[src/rtl/timer_seq_pkg.sv]
// Shared types and constants for the timer sequencer: state encoding, default widths
// and the watchdog limit (2^W+1 COUNT cycles without RCO).
package timer_seq_pkg;

  localparam int W_DEF      = 4;
  localparam int REP_W_DEF  = 8;
  localparam int WDOG_LIMIT = (1 << W_DEF) + 1;

  typedef enum logic [1:0] {
    IDLE  = 2'd0,
    LOAD  = 2'd1,
    COUNT = 2'd2,
    TICK  = 2'd3
  } state_t;

  function automatic int wdog_limit(input int w);
    return (1 << w) + 1;
  endfunction

endpackage

[src/rtl/timer_seq_if.sv]
// Control/status bundle between the sequencer (master) and a 161-type counter chain (slave).
// RCO is the ripple carry of the top stage; everything else is driven by the sequencer.
interface timer_seq_if
  import timer_seq_pkg::*;
#(
  parameter int W = W_DEF
);

  logic         LOAD_n;
  logic         ENP;
  logic         ENT;
  logic [W-1:0] D;
  logic         RCO;

  modport master (output LOAD_n, output ENP, output ENT, output D, input RCO);
  modport slave  (input LOAD_n, input ENP, input ENT, input D, output RCO);

endinterface

[src/rtl/timer_seq_wdog.sv]
// Watchdog for a stuck RCO: counts consecutive COUNT cycles and flags the 2^W+1-th one
// if RCO is still low in it; the count clears whenever the FSM leaves COUNT.
module timer_seq_wdog
  import timer_seq_pkg::*;
#(
  parameter int W = W_DEF
) (
  input  logic CLK,
  input  logic CLR,
  input  logic cnt_en,
  input  logic RCO,
  output logic expire
);

  localparam int         LIMIT = wdog_limit(W);
  localparam logic [W:0] LAST  = (W+1)'(LIMIT - 1);
  localparam logic [W:0] ONE   = (W+1)'(1);

  logic [W:0] wd_cnt;

  always_ff @(posedge CLK) begin
    if (CLR || !cnt_en) begin
      wd_cnt <= '0;
    end else begin
      wd_cnt <= wd_cnt + ONE;
    end
  end

  // wd_cnt holds the number of earlier COUNT cycles, so LAST marks the LIMIT-th one
  assign expire = cnt_en && !RCO && (wd_cnt == LAST);

endmodule

[src/rtl/timer_seq_ctrl.sv]
// Interval timer sequencer around a loadable up-counter chain; one-shot or repeated intervals.
// Counter controls are registered from state (ENP also gated by RCO); TIMER_SEQ_WDOG_EN adds the stuck-RCO watchdog.
module timer_seq_ctrl
  import timer_seq_pkg::*;
#(
  parameter int W     = W_DEF,
  parameter int REP_W = REP_W_DEF
) (
  input  logic             CLK,
  input  logic             CLR,
  input  logic             start,
  input  logic             stop,
  input  logic             periodic,
  input  logic [REP_W-1:0] rep_cnt,
  input  logic [W-1:0]     preset,
  timer_seq_if.master      cnt,
  output logic             tick,
  output logic             done,
  output logic             busy,
  output logic             err
);

  state_t           state;
  logic [W-1:0]     preset_q;
  logic             periodic_q;
  logic [REP_W-1:0] rep_q;
  logic [REP_W-1:0] intv_cnt;
  logic             load_n_q;
  logic             ent_q;
  logic             tick_q;
  logic             done_q;
  logic             busy_q;
  logic             last_intv;

  // intv_cnt counts completed intervals, so the one in progress is intv_cnt+1
  assign last_intv = !periodic_q || ((rep_q != '0) && ((intv_cnt + REP_W'(1)) == rep_q));

`ifdef TIMER_SEQ_WDOG_EN
  logic wdog_expire;
  logic err_q;

  timer_seq_wdog #(.W(W)) u_wdog (
    .CLK    (CLK),
    .CLR    (CLR),
    .cnt_en (state == COUNT),
    .RCO    (cnt.RCO),
    .expire (wdog_expire)
  );

  assign err = err_q;
`else
  assign err = 1'b0;
`endif

  always_ff @(posedge CLK) begin
    if (CLR) begin
      state      <= IDLE;
      preset_q   <= '0;
      periodic_q <= 1'b0;
      rep_q      <= '0;
      intv_cnt   <= '0;
      load_n_q   <= 1'b1;
      ent_q      <= 1'b0;
      tick_q     <= 1'b0;
      done_q     <= 1'b0;
      busy_q     <= 1'b0;
`ifdef TIMER_SEQ_WDOG_EN
      err_q      <= 1'b0;
`endif
    end else begin
      load_n_q <= 1'b1;
      tick_q   <= 1'b0;
      done_q   <= 1'b0;
      unique case (state)
        IDLE: begin
          if (start) begin
            preset_q   <= preset;
            periodic_q <= periodic;
            rep_q      <= rep_cnt;
            intv_cnt   <= '0;
            load_n_q   <= 1'b0;
            busy_q     <= 1'b1;
            state      <= LOAD;
`ifdef TIMER_SEQ_WDOG_EN
            err_q      <= 1'b0;
`endif
          end
        end
        LOAD: begin
          if (stop) begin
            busy_q <= 1'b0;
            state  <= IDLE;
          end else begin
            ent_q <= 1'b1;
            state <= COUNT;
          end
        end
        COUNT: begin
          // stop outranks a coincident RCO: the interval is abandoned, not reported
          if (stop) begin
            ent_q  <= 1'b0;
            busy_q <= 1'b0;
            state  <= IDLE;
          end else if (cnt.RCO) begin
            ent_q  <= 1'b0;
            tick_q <= 1'b1;
            done_q <= last_intv;
            state  <= TICK;
          end
`ifdef TIMER_SEQ_WDOG_EN
          else if (wdog_expire) begin
            ent_q  <= 1'b0;
            busy_q <= 1'b0;
            err_q  <= 1'b1;
            state  <= IDLE;
          end
`endif
        end
        TICK: begin
          intv_cnt <= intv_cnt + REP_W'(1);
          if (stop || last_intv) begin
            busy_q <= 1'b0;
            state  <= IDLE;
          end else begin
            load_n_q <= 1'b0;
            state    <= LOAD;
          end
        end
        default: state <= IDLE;
      endcase
    end
  end

  assign cnt.LOAD_n = load_n_q;
  assign cnt.ENT    = ent_q;
  assign cnt.ENP    = ent_q & ~cnt.RCO;
  assign cnt.D      = preset_q;
  assign tick       = tick_q;
  assign done       = done_q;
  assign busy       = busy_q;

endmodule

[src/flat_wrapper.sv]
// flat-port wrapper written by rule: the top's interface ports become plain ports
module timer_seq_ctrl_flat import timer_seq_pkg::*;
#(
  parameter int W     = W_DEF,
  parameter int REP_W = REP_W_DEF
)
  (CLK, CLR, start, stop, periodic, rep_cnt, preset, tick, done, busy, err, cnt_LOAD_n, cnt_ENP, cnt_ENT, cnt_D, cnt_RCO);
  timer_seq_if #(.W(W)) cnt_i ();
  input  logic CLK;
  input  logic CLR;
  input  logic start;
  input  logic stop;
  input  logic periodic;
  input  logic [REP_W-1:0] rep_cnt;
  input  logic [W-1:0] preset;
  output logic tick;
  output logic done;
  output logic busy;
  output logic err;
  output wire logic [$bits(cnt_i.LOAD_n)-1:0] cnt_LOAD_n;
  output wire logic [$bits(cnt_i.ENP)-1:0] cnt_ENP;
  output wire logic [$bits(cnt_i.ENT)-1:0] cnt_ENT;
  output wire logic [$bits(cnt_i.D)-1:0] cnt_D;
  input wire logic [$bits(cnt_i.RCO)-1:0] cnt_RCO;
  assign cnt_LOAD_n = cnt_i.LOAD_n;
  assign cnt_ENP = cnt_i.ENP;
  assign cnt_ENT = cnt_i.ENT;
  assign cnt_D = cnt_i.D;
  assign cnt_i.RCO = cnt_RCO;
  timer_seq_ctrl #(.W(W), .REP_W(REP_W)) u_core (.CLK(CLK), .CLR(CLR), .start(start), .stop(stop), .periodic(periodic), .rep_cnt(rep_cnt), .preset(preset), .cnt(cnt_i), .tick(tick), .done(done), .busy(busy), .err(err));
endmodule
[config.mk]
export PLATFORM = sky130hd
export DESIGN_NAME = timer_seq_ctrl_flat
export DESIGN_NICKNAME = d
export VERILOG_FILES = /design/src/rtl/timer_seq_pkg.sv /design/src/rtl/timer_seq_if.sv /design/src/rtl/timer_seq_wdog.sv /design/src/rtl/timer_seq_ctrl.sv /design/src/flat_wrapper.sv
export SDC_FILE = /design/constraint.sdc
export NUM_CORES = 1
export LEC_CHECK = 0
export BUFFER_PORTS_ARGS = -buffer_cell sky130_fd_sc_hd__buf_4
export CORE_MARGIN = 1
export CORE_UTILIZATION = 54
export CTS_CLUSTER_DIAMETER = 60
export CTS_CLUSTER_SIZE = 8
export DETAILED_ROUTE_END_ITERATION = 8
export HOLD_SLACK_MARGIN = 0.02
export PLACE_DENSITY = 0.87
export RECOVER_POWER = 25
export SLEW_MARGIN = 10
export SYNTH_ARGS = -nofsm -noshare
export SYNTH_HDL_FRONTEND = slang
export SYNTH_HIERARCHICAL = 1
export SYNTH_SLANG_ARGS = --single-unit
[constraint.sdc]
create_clock -name CLK -period 3.2 [get_ports CLK]
set_clock_uncertainty 0.2 [all_clocks]
set_input_delay 0.48 -clock CLK [delete_from_list [all_inputs] [get_ports CLK]]
set_output_delay 0.48 -clock CLK [all_outputs]
set_load 0.005 [all_outputs]
==> impl_metrics.env, run 1 <==
export IMPL_status="finished, final reports clean"
export IMPL_setup_violations_final=0
export IMPL_htreeDepth=1
export IMPL_cts_sinks=28
export IMPL_coreArea_um2=2570
export IMPL_dieWidth_um=55.3
export IMPL_final_hold_viol_count=0
export IMPL_min_period_ns=2.69
export IMPL_slew_viol_final=0
export IMPL_num_fill_cells=219
export IMPL_period_share_pct=84.0
export IMPL_pin_count=29
export IMPL_die_area_um2=3050
export IMPL_power_frac_clock_pct=29.9
export IMPL_synth_seq_cells=28
export IMPL_vias=1419
export IMPL_syn2layout_area_growth_pct=14.1
export IMPL_overflow=0
export IMPL_ant_nets=0
export IMPL_post_cts_resized=0
export IMPL_cts_buffers=3
export IMPL_grt_pass1_wl_um=5550
export IMPL_wire_per_inst_um=14.2
export IMPL_synth_area_leader_cell="dfxtp_1"
export IMPL_clock_fmax_ghz=0.372
export IMPL_grt_max_degree=29
export IMPL_clk_latency_ns=0.33
export IMPL_wirelength_um=3330
export IMPL_antenna_found_initial=0
export IMPL_pwr_density_cell_nw_per_um2=447
export IMPL_drc_errors=0
export IMPL_p_leak_nw=0.702
export IMPL_cts_buffer_depth=2
export IMPL_combPwrFrac_pct=20.1
export IMPL_required_ns=3.28
export IMPL_yosysWarnings=6
export IMPL_num_antenna_cells=0
export IMPL_synth_edf_count=0
export IMPL_seqPwrFrac_pct=50.0
export IMPL_netlist_top_cells_count="nand2_1, dfxtp_1, nor2_1"
export IMPL_syn_inst=185
export IMPL_p_switching_mw=0.212
export IMPL_avgSynthCellArea_um2=8.28
export IMPL_dpl_hpwl_um=2420
export IMPL_clockRootBuffer="clkbuf_4"
export IMPL_synth_cell_type_count=43
export IMPL_maxCapViolations=0
export IMPL_min_path_type="input pin to flop"
export IMPL_finalNetCount=229
export IMPL_tightest_slew_ns=0.618
export IMPL_start_util_pct=59.6
export IMPL_cts_tree="done"
export IMPL_cts_setup_buffers=0
export IMPL_cp_max_fo=8
export IMPL_layout_drive_gt1_share_pct=19.5
export IMPL_async_flop_share_pct=0
export IMPL_syn_area_um2=1530
export IMPL_crit_arrival_ns=2.76
export IMPL_critPathLaunchType="flop"
export IMPL_setup_tns_ns=0
export IMPL_max_vdd_ir_drop_mv=0.452
export IMPL_rsz0062_at_grt="no"
export IMPL_path_class="flop to flop"
export IMPL_maxSlewHeadroom_pct=58.5
export IMPL_internal_power_mw=0.569
export IMPL_viasPerCell=6.04
export IMPL_ys_flop_type="dfxtp_1"
export IMPL_clk_pin_slew_ns=0.15
export IMPL_firstDrtPassIters=4
export IMPL_synth_most_common_cell="nand2_1"
export IMPL_ctsHoldBuffers=0
export IMPL_synthTopCellsByArea="dfxtp_1, nand2_1, a21oi_1, nor2_1, ha_1"
export IMPL_die_y_um=55.3
export IMPL_track_usage_pct=22.4
export IMPL_io_buffers=27
export IMPL_synth_top_area_share_pct=36.6
export IMPL_post_place_ws_ns=0.543
export IMPL_drt_iter0_drc=43
export IMPL_layout_setup_ws_ns=0.512
export IMPL_gp_congestion=0.819
export IMPL_swShare_pct=27.1
export IMPL_first_global_vias=1321
export IMPL_end_kind="flop"
export IMPL_rows=18
export IMPL_synth_nets=208
export IMPL_ys_seq_area_share_pct=36.6
state kept, by name, summed over array words and instances, names as in the netlist:
name and cells:
u_core/rep_q 8, u_core/tick 1, u_core/cnt.D 4, u_core/cnt.ENT 1, u_core/busy 1, u_core/intv_cnt 8
u_core/done 1, u_core/cnt.LOAD_n 1, u_core/periodic_q 1, u_core/state 2
metrics by stage:
step	cells	total power [mW]	area (µm²)	hold WS (ns)	utilization, %
final	235	0.781	1750	0.164	68.0
after global routing	235	0.825	1750	0.140	68.0
after CTS	235	0.788	1750	0.148	68.0
after detailed placement	231	0.554	1690	0.250	66.0
after global placement	231	0.546	1690	0.243	66.0
after floorplan	185	0.501	1530	0.250	-
final timing paths:
path | start | end | slack [ns] | cells after the start
worst max-delay path | u_core/intv_cnt[0]$_SDFFE_PP0P_ | u_core/busy$_SDFFE_PP0P_ | 0.51 | 7
worst min-delay path | stop | u_core/state[0]$_SDFFE_PP0P_ | 0.16 | 2
worst max register to register | u_core/intv_cnt[0]$_SDFFE_PP0P_ | u_core/busy$_SDFFE_PP0P_ | 0.51 | 7
worst min register to register | u_core/cnt.D[0]$_SDFFE_PP0P_ | u_core/cnt.D[0]$_SDFFE_PP0P_ | 0.26 | 2
critical path, cell delays in order, from the launching register on:
cell and delay (ns):
dfxtp_1 0.49, ha_1 0.30, nand3_1 0.20, or4_4 0.46, a221oi_2 0.26, o2111ai_2 0.22
a221oi_2 0.29, mux2i_1 0.20
per-layer routing:
layer	track usage [%]	wire [µm]	part of all wire (%)
met5	0	0	0
met4	8.57	37	1.1
met3	6.32	251	7.5
met2	39.4	1670	50
met1	25.4	1370	41
cell type report:
cell class	instances	area (µm²)	area share, %
multi-input cells	142	878	50.3
flip-flops and latches	28	561	32.1
repair buffers	27	203	11.6
well taps	30	37.5	2.15
clock inverters	1	30.0	1.72
clock buffers	3	22.5	1.29
inverters	4	15.0	0.860
power by group through the flow:
stage          Combinational [mW]  Sequential [mW]  Clock (mW)
6_report                    0.157            0.391       0.234
5_1_grt                     0.173            0.394       0.258
4_1_cts                     0.156            0.391       0.241
3_5_place_dp                0.156            0.398           0
3_3_place_gp                0.149            0.397           0
2_1_floorplan               0.107            0.394           0
cell families (layout without fill, tap and decap cells):
family | count (synthesis) | after routing | share of synthesized area (%)
compound gates | 46 | 46 | 20.6
other cells | 1 | 1 | 0.245
buf+inv | 15 | 35 | 6.05
xor+xnor | 9 | 9 | 5.15
mux | 4 | 4 | 2.70
flops | 28 | 28 | 36.6
fa+ha+maj | 5 | 5 | 4.08
simple gates | 77 | 77 | 24.6
placed cells by master, fill, tap and decap left out, types with 3 or more instances in the layout:
cell      count
inv_1         4
nand2_1      34
ha_1          5
o21ai_0       9
a22oi_1       6
dfxtp_1      28
nor2b_1       3
mux2i_1       3
buf_4        20
xnor2_1       7
clkbuf_4     10
nand3_1       4
and3_1        3
nor2_1       17
a21oi_1      16
No activity file was read; power rests on OpenSTA's default activity.
==> run 2: changes to the inputs <==
- ABC_AREA: not set -> 1
- CORE_UTILIZATION: 54 -> 49
- PLACE_DENSITY: 0.87 -> 0.84
- clock period: 3.2 -> 2.4 ns (I/O delays scaled with it)
==> run 2 against run 1 <==
Effect of this change:
- design area increased by 2.4%
- count of clock-buffer cells in the layout increased by 1
- synthesized area decreased by 0.90%
- clock power about the same
- die area increased by 8.9%
- critical path depth increased by 7
- sequential share of layout area decreased by 0.74 points
- cell count increased by 20%
- critical endpoint unchanged
- non-clock buffer count increased by 3
- synthesized cell count increased by 21%
- utilization decreased by 5.4 points
- wire length decreased by 1.1%
==> impl_metrics.env, run 2 <==
export IMPL_period_share_pct=84.8
export IMPL_track_usage_pct=20.5
export IMPL_layout_drive_gt1_share_pct=19.8
export IMPL_syn2layout_area_growth_pct=17.8
export IMPL_io_buffers=27
export IMPL_reg2reg_to="u_core/busy$_SDFFE_PP0P_"
export IMPL_post_place_ws_ns=0.433
export IMPL_synthMuxAreaShare_pct=0
export IMPL_rrSetupSlack_ns=0.37
export IMPL_synthTopCellsByArea="dfxtp_1, nand2_1, inv_1, a21oi_1, nor2_1"
export IMPL_worst_hold_path_num_cells=3
export IMPL_post_cts_resized=0
export IMPL_final_cells=283
export IMPL_critPathLaunchType="flop"
export IMPL_vias=1454
export IMPL_dieWidth_um=57.7
export IMPL_final_hold_viol_count=0
export IMPL_ctsHoldBuffers=0
export IMPL_min_period_ns=2.03
export IMPL_rsz0062_at_grt="no"
export IMPL_ys_flop_type="dfxtp_1"
export IMPL_holdCritStartpoint="periodic"
export IMPL_drt_met1_wl_um=1600
export IMPL_synth_most_common_cell="nand2_1"
export IMPL_ant_nets=0
export IMPL_dr_wl_met3_um=162
export IMPL_setup_violations_final=0
export IMPL_path_class="flop to flop"
export IMPL_cp_max_fo=5
export IMPL_slew_viol_final=0
export IMPL_synth_edf_count=0
export IMPL_whs_endpoint="u_core/periodic_q$_SDFFE_PP0P_"
export IMPL_htreeDepth=1
export IMPL_layout_setup_ws_ns=0.365
export IMPL_die_area_um2=3320
export IMPL_final_cell_mix="nand2_1, inv_1, dfxtp_1"
export IMPL_status="finished, final reports clean"
export IMPL_clk_pin_slew_ns=0.15
export IMPL_drc_errors=0
export IMPL_yosysWarnings=6
export IMPL_max_vdd_ir_drop_mv=0.365
export IMPL_ys_seq_area_share_pct=36.9
export IMPL_rows=19
export IMPL_layout_commonest_cell="nand2_1"
export IMPL_multiInputGateArea_um2=796
export IMPL_viasPerCell=5.14
export IMPL_grt_max_degree=22
export IMPL_synth_xor_area_share_pct=2.06
export IMPL_clock_fmax_ghz=0.491
export IMPL_required_ns=2.44
export IMPL_async_flop_share_pct=0
export IMPL_cts_buffer_depth=2
export IMPL_firstDrtPassIters=5
export IMPL_num_antenna_cells=0
export IMPL_wire_per_inst_um=11.6
export IMPL_cts_setup_buffers=0
export IMPL_regToRegStartpoint="u_core/intv_cnt[0]$_SDFFE_PP0P_"
export IMPL_first_global_vias=1230
export IMPL_coreArea_um2=2850
export IMPL_end_kind="flop"
export IMPL_top_layer="met4"
export IMPL_synth_top_family_by_area="simple AND/OR/NAND/NOR gates"
export IMPL_crit_arrival_ns=2.07
export IMPL_maxCapViolations=0
export IMPL_clk_latency_ns=0.33
export IMPL_synth_compound_area_share_pct=13.4
export IMPL_finalNetCount=276
export IMPL_gp_congestion=0.870
export IMPL_clockRootBuffer="clkbuf_4"
export IMPL_pin_count=29
export IMPL_whs_ns=0.0778
export IMPL_num_fill_cells=267
export IMPL_cts_buffers=3
export IMPL_swShare_pct=28.4
export IMPL_syn_area_um2=1520
export IMPL_seqPwrFrac_pct=54.6
export IMPL_internal_power_mw=0.675
export IMPL_netlist_top_cells_count="nand2_1, inv_1, dfxtp_1"
export IMPL_cts_tree="done"
export IMPL_drt_iter0_drc=39
export IMPL_synth_seq_cells=28
export IMPL_setup_tns_ns=0
export IMPL_synth_cell_type_count=27
export IMPL_start_util_pct=53.2
export IMPL_synthAdderAreaFrac_pct=4.12
export IMPL_synth_area_leader_cell="dfxtp_1"
export IMPL_p_switching_mw=0.268
export IMPL_worstRegToRegCells=14
export IMPL_combPwrFrac_pct=20.7
export IMPL_synth_top_area_share_pct=36.9
export IMPL_min_path_type="input pin to flop"
export IMPL_synth_nets=246
export IMPL_antenna_found_initial=0
export IMPL_dpl_hpwl_um=2450
export IMPL_syn_inst=223
export IMPL_cts_sinks=28
export IMPL_overflow=0
export IMPL_avgSynthCellArea_um2=6.81
export IMPL_pwr_density_cell_nw_per_um2=527
export IMPL_power_frac_clock_pct=24.7
export IMPL_dr_wl_met2_um=1510
export IMPL_wirelength_um=3290
export IMPL_grt_pass1_wl_um=5320
export IMPL_p_leak_nw=0.804
export IMPL_regArea_um2=561
export IMPL_synth_simple_area_share_pct=32.6
export IMPL_die_y_um=57.7
export IMPL_place_inst=279
[run 2: changes by cell type after synthesis, moves of 7 or more]
cell,before,now
nand3_1,4,17
nor2_1,17,24
nand2_2,0,7
nand2_1,34,49
o21ai_0,9,17
xnor2_1,7,0
inv_1,4,34
[run 2: power groups by stage]
stage	Clock (mW)	Sequential (mW)	Combinational, mW
global route	0.250	0.520	0.219
finish	0.233	0.515	0.195
CTS	0.237	0.515	0.195
detailed placement	0	0.525	0.194
global placement	0	0.525	0.189
floorplan	0	0.523	0.120
[run 2: final cells by class]
| type | count | area share [%] |
|---|---|---|
| flip-flops and latches | 28 | 31.4 |
| repair buffers | 30 | 12.6 |
| multi-input cells | 155 | 44.5 |
| inverters | 35 | 7.35 |
| clock buffers | 4 | 2.03 |
| well taps | 31 | 2.17 |
[run 2: kinds of logic (layout without fill, tap and decap cells)]
logic type,count (synthesis),in the layout
other,1,1
AOI/OAI and AO/OA,39,39
buffers and inverters,40,69
and+or+nand+nor,108,108
xor gates and xnor gates,2,2
adders and majority gates,5,5
DFF,28,28
[run 2: how the worst max path moves through the flow]
stage / slack (ns) / depth (start not counted) / endpoint / start
3_3_place_gp: 0.50 / 13 / u_core/cnt.LOAD_n$_SDFF_PP1_ / u_core/intv_cnt[1]$_SDFFE_PP0P_
3_5_place_dp: 0.43 / 14 / u_core/busy$_SDFFE_PP0P_ / u_core/intv_cnt[0]$_SDFFE_PP0P_
2_1_floorplan: 0.64 / 14 / u_core/busy$_SDFFE_PP0P_ / u_core/intv_cnt[0]$_SDFFE_PP0P_
5_1_grt: 0.22 / 14 / u_core/busy$_SDFFE_PP0P_ / u_core/intv_cnt[0]$_SDFFE_PP0P_
4_1_cts: 0.39 / 14 / u_core/busy$_SDFFE_PP0P_ / u_core/intv_cnt[0]$_SDFFE_PP0P_
6_report: 0.37 / 14 / u_core/busy$_SDFFE_PP0P_ / u_core/intv_cnt[0]$_SDFFE_PP0P_
[run 2: critical path, stage by stage, from the launching register on]
cell,delay (ns)
dfxtp_1,0.43
ha_1,0.24
nand2_2,0.11
nor2_2,0.12
nand2_1,0.07
nand2_2,0.07
nand2_1,0.05
nand2_1,0.06
nand2_1,0.07
nor2_2,0.10
nand3_2,0.09
nand4_1,0.12
nand3_1,0.09
nand2_1,0.07
nor2_1,0.05
[run 2: layer usage]
| layer | global-route usage, % | vias up |
|---|---|---|
| met4 | 5.10 | 0 |
| met5 | 0 | - |
| met3 | 2.01 | 2 |
| li1 | - | 767 |
| met1 | 28.8 | 633 |
| met2 | 34.4 | 52 |
[run 2: metrics by stage]
stage / total power [mW] / area [µm²] / utilization (%)
finish: 0.943 / 1790 / 62.7
global route: 0.989 / 1790 / 62.7
CTS: 0.948 / 1790 / 62.7
detailed placement: 0.719 / 1750 / 61.4
global placement: 0.714 / 1750 / 61.4
floorplan: 0.643 / 1520 / -
==> run 3: changes to the inputs <==
- CORE_UTILIZATION: 49 -> 54
- PLACE_DENSITY: 0.84 -> 0.87
- clock period: 2.4 -> 1.9 ns (I/O delays scaled with it)
==> run 3 against run 2 <==
Effect of this change:
- hold slack worse by 0.041 ns
- first-iteration DRC count is 46% higher
- power is 27% higher
- fmax is 8.8% higher
- critical path depth stayed put
- sequential share of layout area is 1.7 points lower
- utilization is 12 points higher
- count of clock-buffer cells in the layout stayed put
- design area is 7.6% higher
- combinational power is 32% higher
- largest cell class unchanged
==> impl_metrics.env, run 3 (synthesis gave the netlist of run 2 again) <==
export IMPL_status="finished, final reports clean"
export IMPL_path_class="flop to flop"
export IMPL_overflow=0
export IMPL_cp_max_fo=4
export IMPL_ant_nets=0
export IMPL_critPathLaunchType="flop"
export IMPL_cts_tree="done"
export IMPL_htreeDepth=1
export IMPL_layout_drive_gt1_share_pct=24.0
export IMPL_layout_commonest_cell="nand2_1"
export IMPL_drc_errors=0
export IMPL_cts_buffers=3
export IMPL_track_usage_pct=25.8
export IMPL_whs_ns=0.0372
export IMPL_final_cell_mix="nand2_1, inv_1, buf_4"
export IMPL_start_util_pct=59.1
export IMPL_cts_sinks=28
export IMPL_setup_tns_ns=0
export IMPL_antenna_found_initial=0
export IMPL_reg2reg_to="u_core/busy$_SDFFE_PP0P_"
export IMPL_die_area_um2=3030
export IMPL_drt_iter0_drc=57
export IMPL_dpl_hpwl_um=2360
export IMPL_pwr_density_cell_nw_per_um2=624
export IMPL_holdCritStartpoint="rep_cnt[4]"
export IMPL_grt_pass1_wl_um=5640
export IMPL_first_global_vias=1349
export IMPL_crit_arrival_ns=1.91
export IMPL_regToRegStartpoint="u_core/intv_cnt[0]$_SDFFE_PP0P_"
export IMPL_clk_latency_ns=0.32
export IMPL_end_kind="flop"
export IMPL_grt_max_degree=22
export IMPL_whs_endpoint="u_core/rep_q[4]$_SDFFE_PP0P_"
export IMPL_period_share_pct=98.5
export IMPL_slew_viol_final=0
export IMPL_clk_pin_slew_ns=0.15
export IMPL_min_path_type="input pin to flop"
export IMPL_rsz0062_at_grt="yes"
export IMPL_final_hold_viol_count=0
export IMPL_wire_per_inst_um=11.8
export IMPL_p_leak_nw=0.852
export IMPL_clockRootBuffer="clkbuf_4"
export IMPL_viasPerCell=5.22
export IMPL_pin_count=29
export IMPL_required_ns=1.94
export IMPL_finalNetCount=287
export IMPL_setup_violations_final=0
export IMPL_die_y_um=55.0
export IMPL_gp_congestion=0.841
export IMPL_syn2layout_area_growth_pct=26.7
export IMPL_io_buffers=27
export IMPL_wirelength_um=3470
export IMPL_num_fill_cells=195
export IMPL_firstDrtPassIters=5
export IMPL_coreArea_um2=2570
export IMPL_num_antenna_cells=0
export IMPL_rows=18
export IMPL_rrSetupSlack_ns=0.03
export IMPL_vias=1528
export IMPL_maxCapViolations=0
export IMPL_worstRegToRegCells=14
export IMPL_finish_utilization_pct=74.9
export IMPL_cts_buffer_depth=2
export IMPL_clock_fmax_ghz=0.535
export IMPL_worst_hold_path_num_cells=3
export IMPL_dieWidth_um=55.0
export IMPL_max_vdd_ir_drop_mv=0.499
export IMPL_min_period_ns=1.87
## run 3: cell count changes in the layout (fill, tap and decap cells not counted), sizes merged
| cell | change |
|---|---|
| dlygate4sd3 | +7 |
| buf | +4 |
## run 3: report_power, final
part           total [mW]  internal, mW  switching (mW)
combinational       0.258         0.117           0.141
clock               0.293         0.117           0.176
sequential          0.648         0.625          0.0231
## run 3: per-layer routing
layer	track usage (%)	up-vias	wire [µm]
met4	7.92	0	20
met1	35.7	679	1640
li1	-	791	-
met2	41.2	56	1590
met5	0	-	0
met3	3.55	2	215
## run 3: per-stage QoR
| stage | instances | cell area (µm²) | power [mW] | worst slack [ns] |
|---|---|---|---|---|
| after global placement | 281 | 1770 | 0.898 | 0.0673 |
| after detailed placement | 281 | 1770 | 0.904 | 0.00895 |
| after CTS | 292 | 1890 | 1.21 | 0.0440 |
| after global routing | 293 | 1920 | 1.26 | -0.141 |
| final | 293 | 1920 | 1.20 | 0.0292 |
| after floorplan | 223 | 1520 | 0.812 | 0.144 |
## run 3: what timing repair did
| action | in CTS | in global routing |
|---|---|---|
| setup buffers | 0 | 1 |
| pin swaps | 0 | 1 |
| hold buffers | 7 | 0 |
| setup endpoints to repair | 2 | 4 |
| gates resized for setup | 4 | 10 |
| hold endpoints to repair | 12 | 0 |
## run 3: critical path, stage by stage, from the launching register on
cell     delay, ns
dfxtp_4       0.40
ha_4          0.16
nand2_2       0.10
nor2_4        0.10
nand2_1       0.07
nand2_2       0.07
nand2_1       0.05
nand2_1       0.05
nand2_1       0.07
nor2_2        0.11
nand3_2       0.09
nand4_1       0.12
nand3_1       0.09
nand2_1       0.06
nor2_1        0.05
## run 3: worst max path at each step
stage	cells past startpoint	end	start
5_1_grt	14	u_core/busy$_SDFFE_PP0P_	u_core/intv_cnt[0]$_SDFFE_PP0P_
6_report	14	u_core/busy$_SDFFE_PP0P_	u_core/intv_cnt[0]$_SDFFE_PP0P_
3_5_place_dp	14	u_core/busy$_SDFFE_PP0P_	u_core/intv_cnt[0]$_SDFFE_PP0P_
4_1_cts	14	u_core/busy$_SDFFE_PP0P_	u_core/intv_cnt[0]$_SDFFE_PP0P_
2_1_floorplan	14	u_core/busy$_SDFFE_PP0P_	u_core/intv_cnt[0]$_SDFFE_PP0P_
3_3_place_gp	14	u_core/busy$_SDFFE_PP0P_	u_core/intv_cnt[0]$_SDFFE_PP0P_
## run 3: area by class of cell
type	count	area (µm²)	share of cell area [%]
clock buffers	4	36.3	1.89
flip-flops and latches	28	571	29.7
inverters	35	131	6.83
multi-input cells	155	826	42.9
well taps	30	37.5	1.95
repair buffers	41	322	16.7
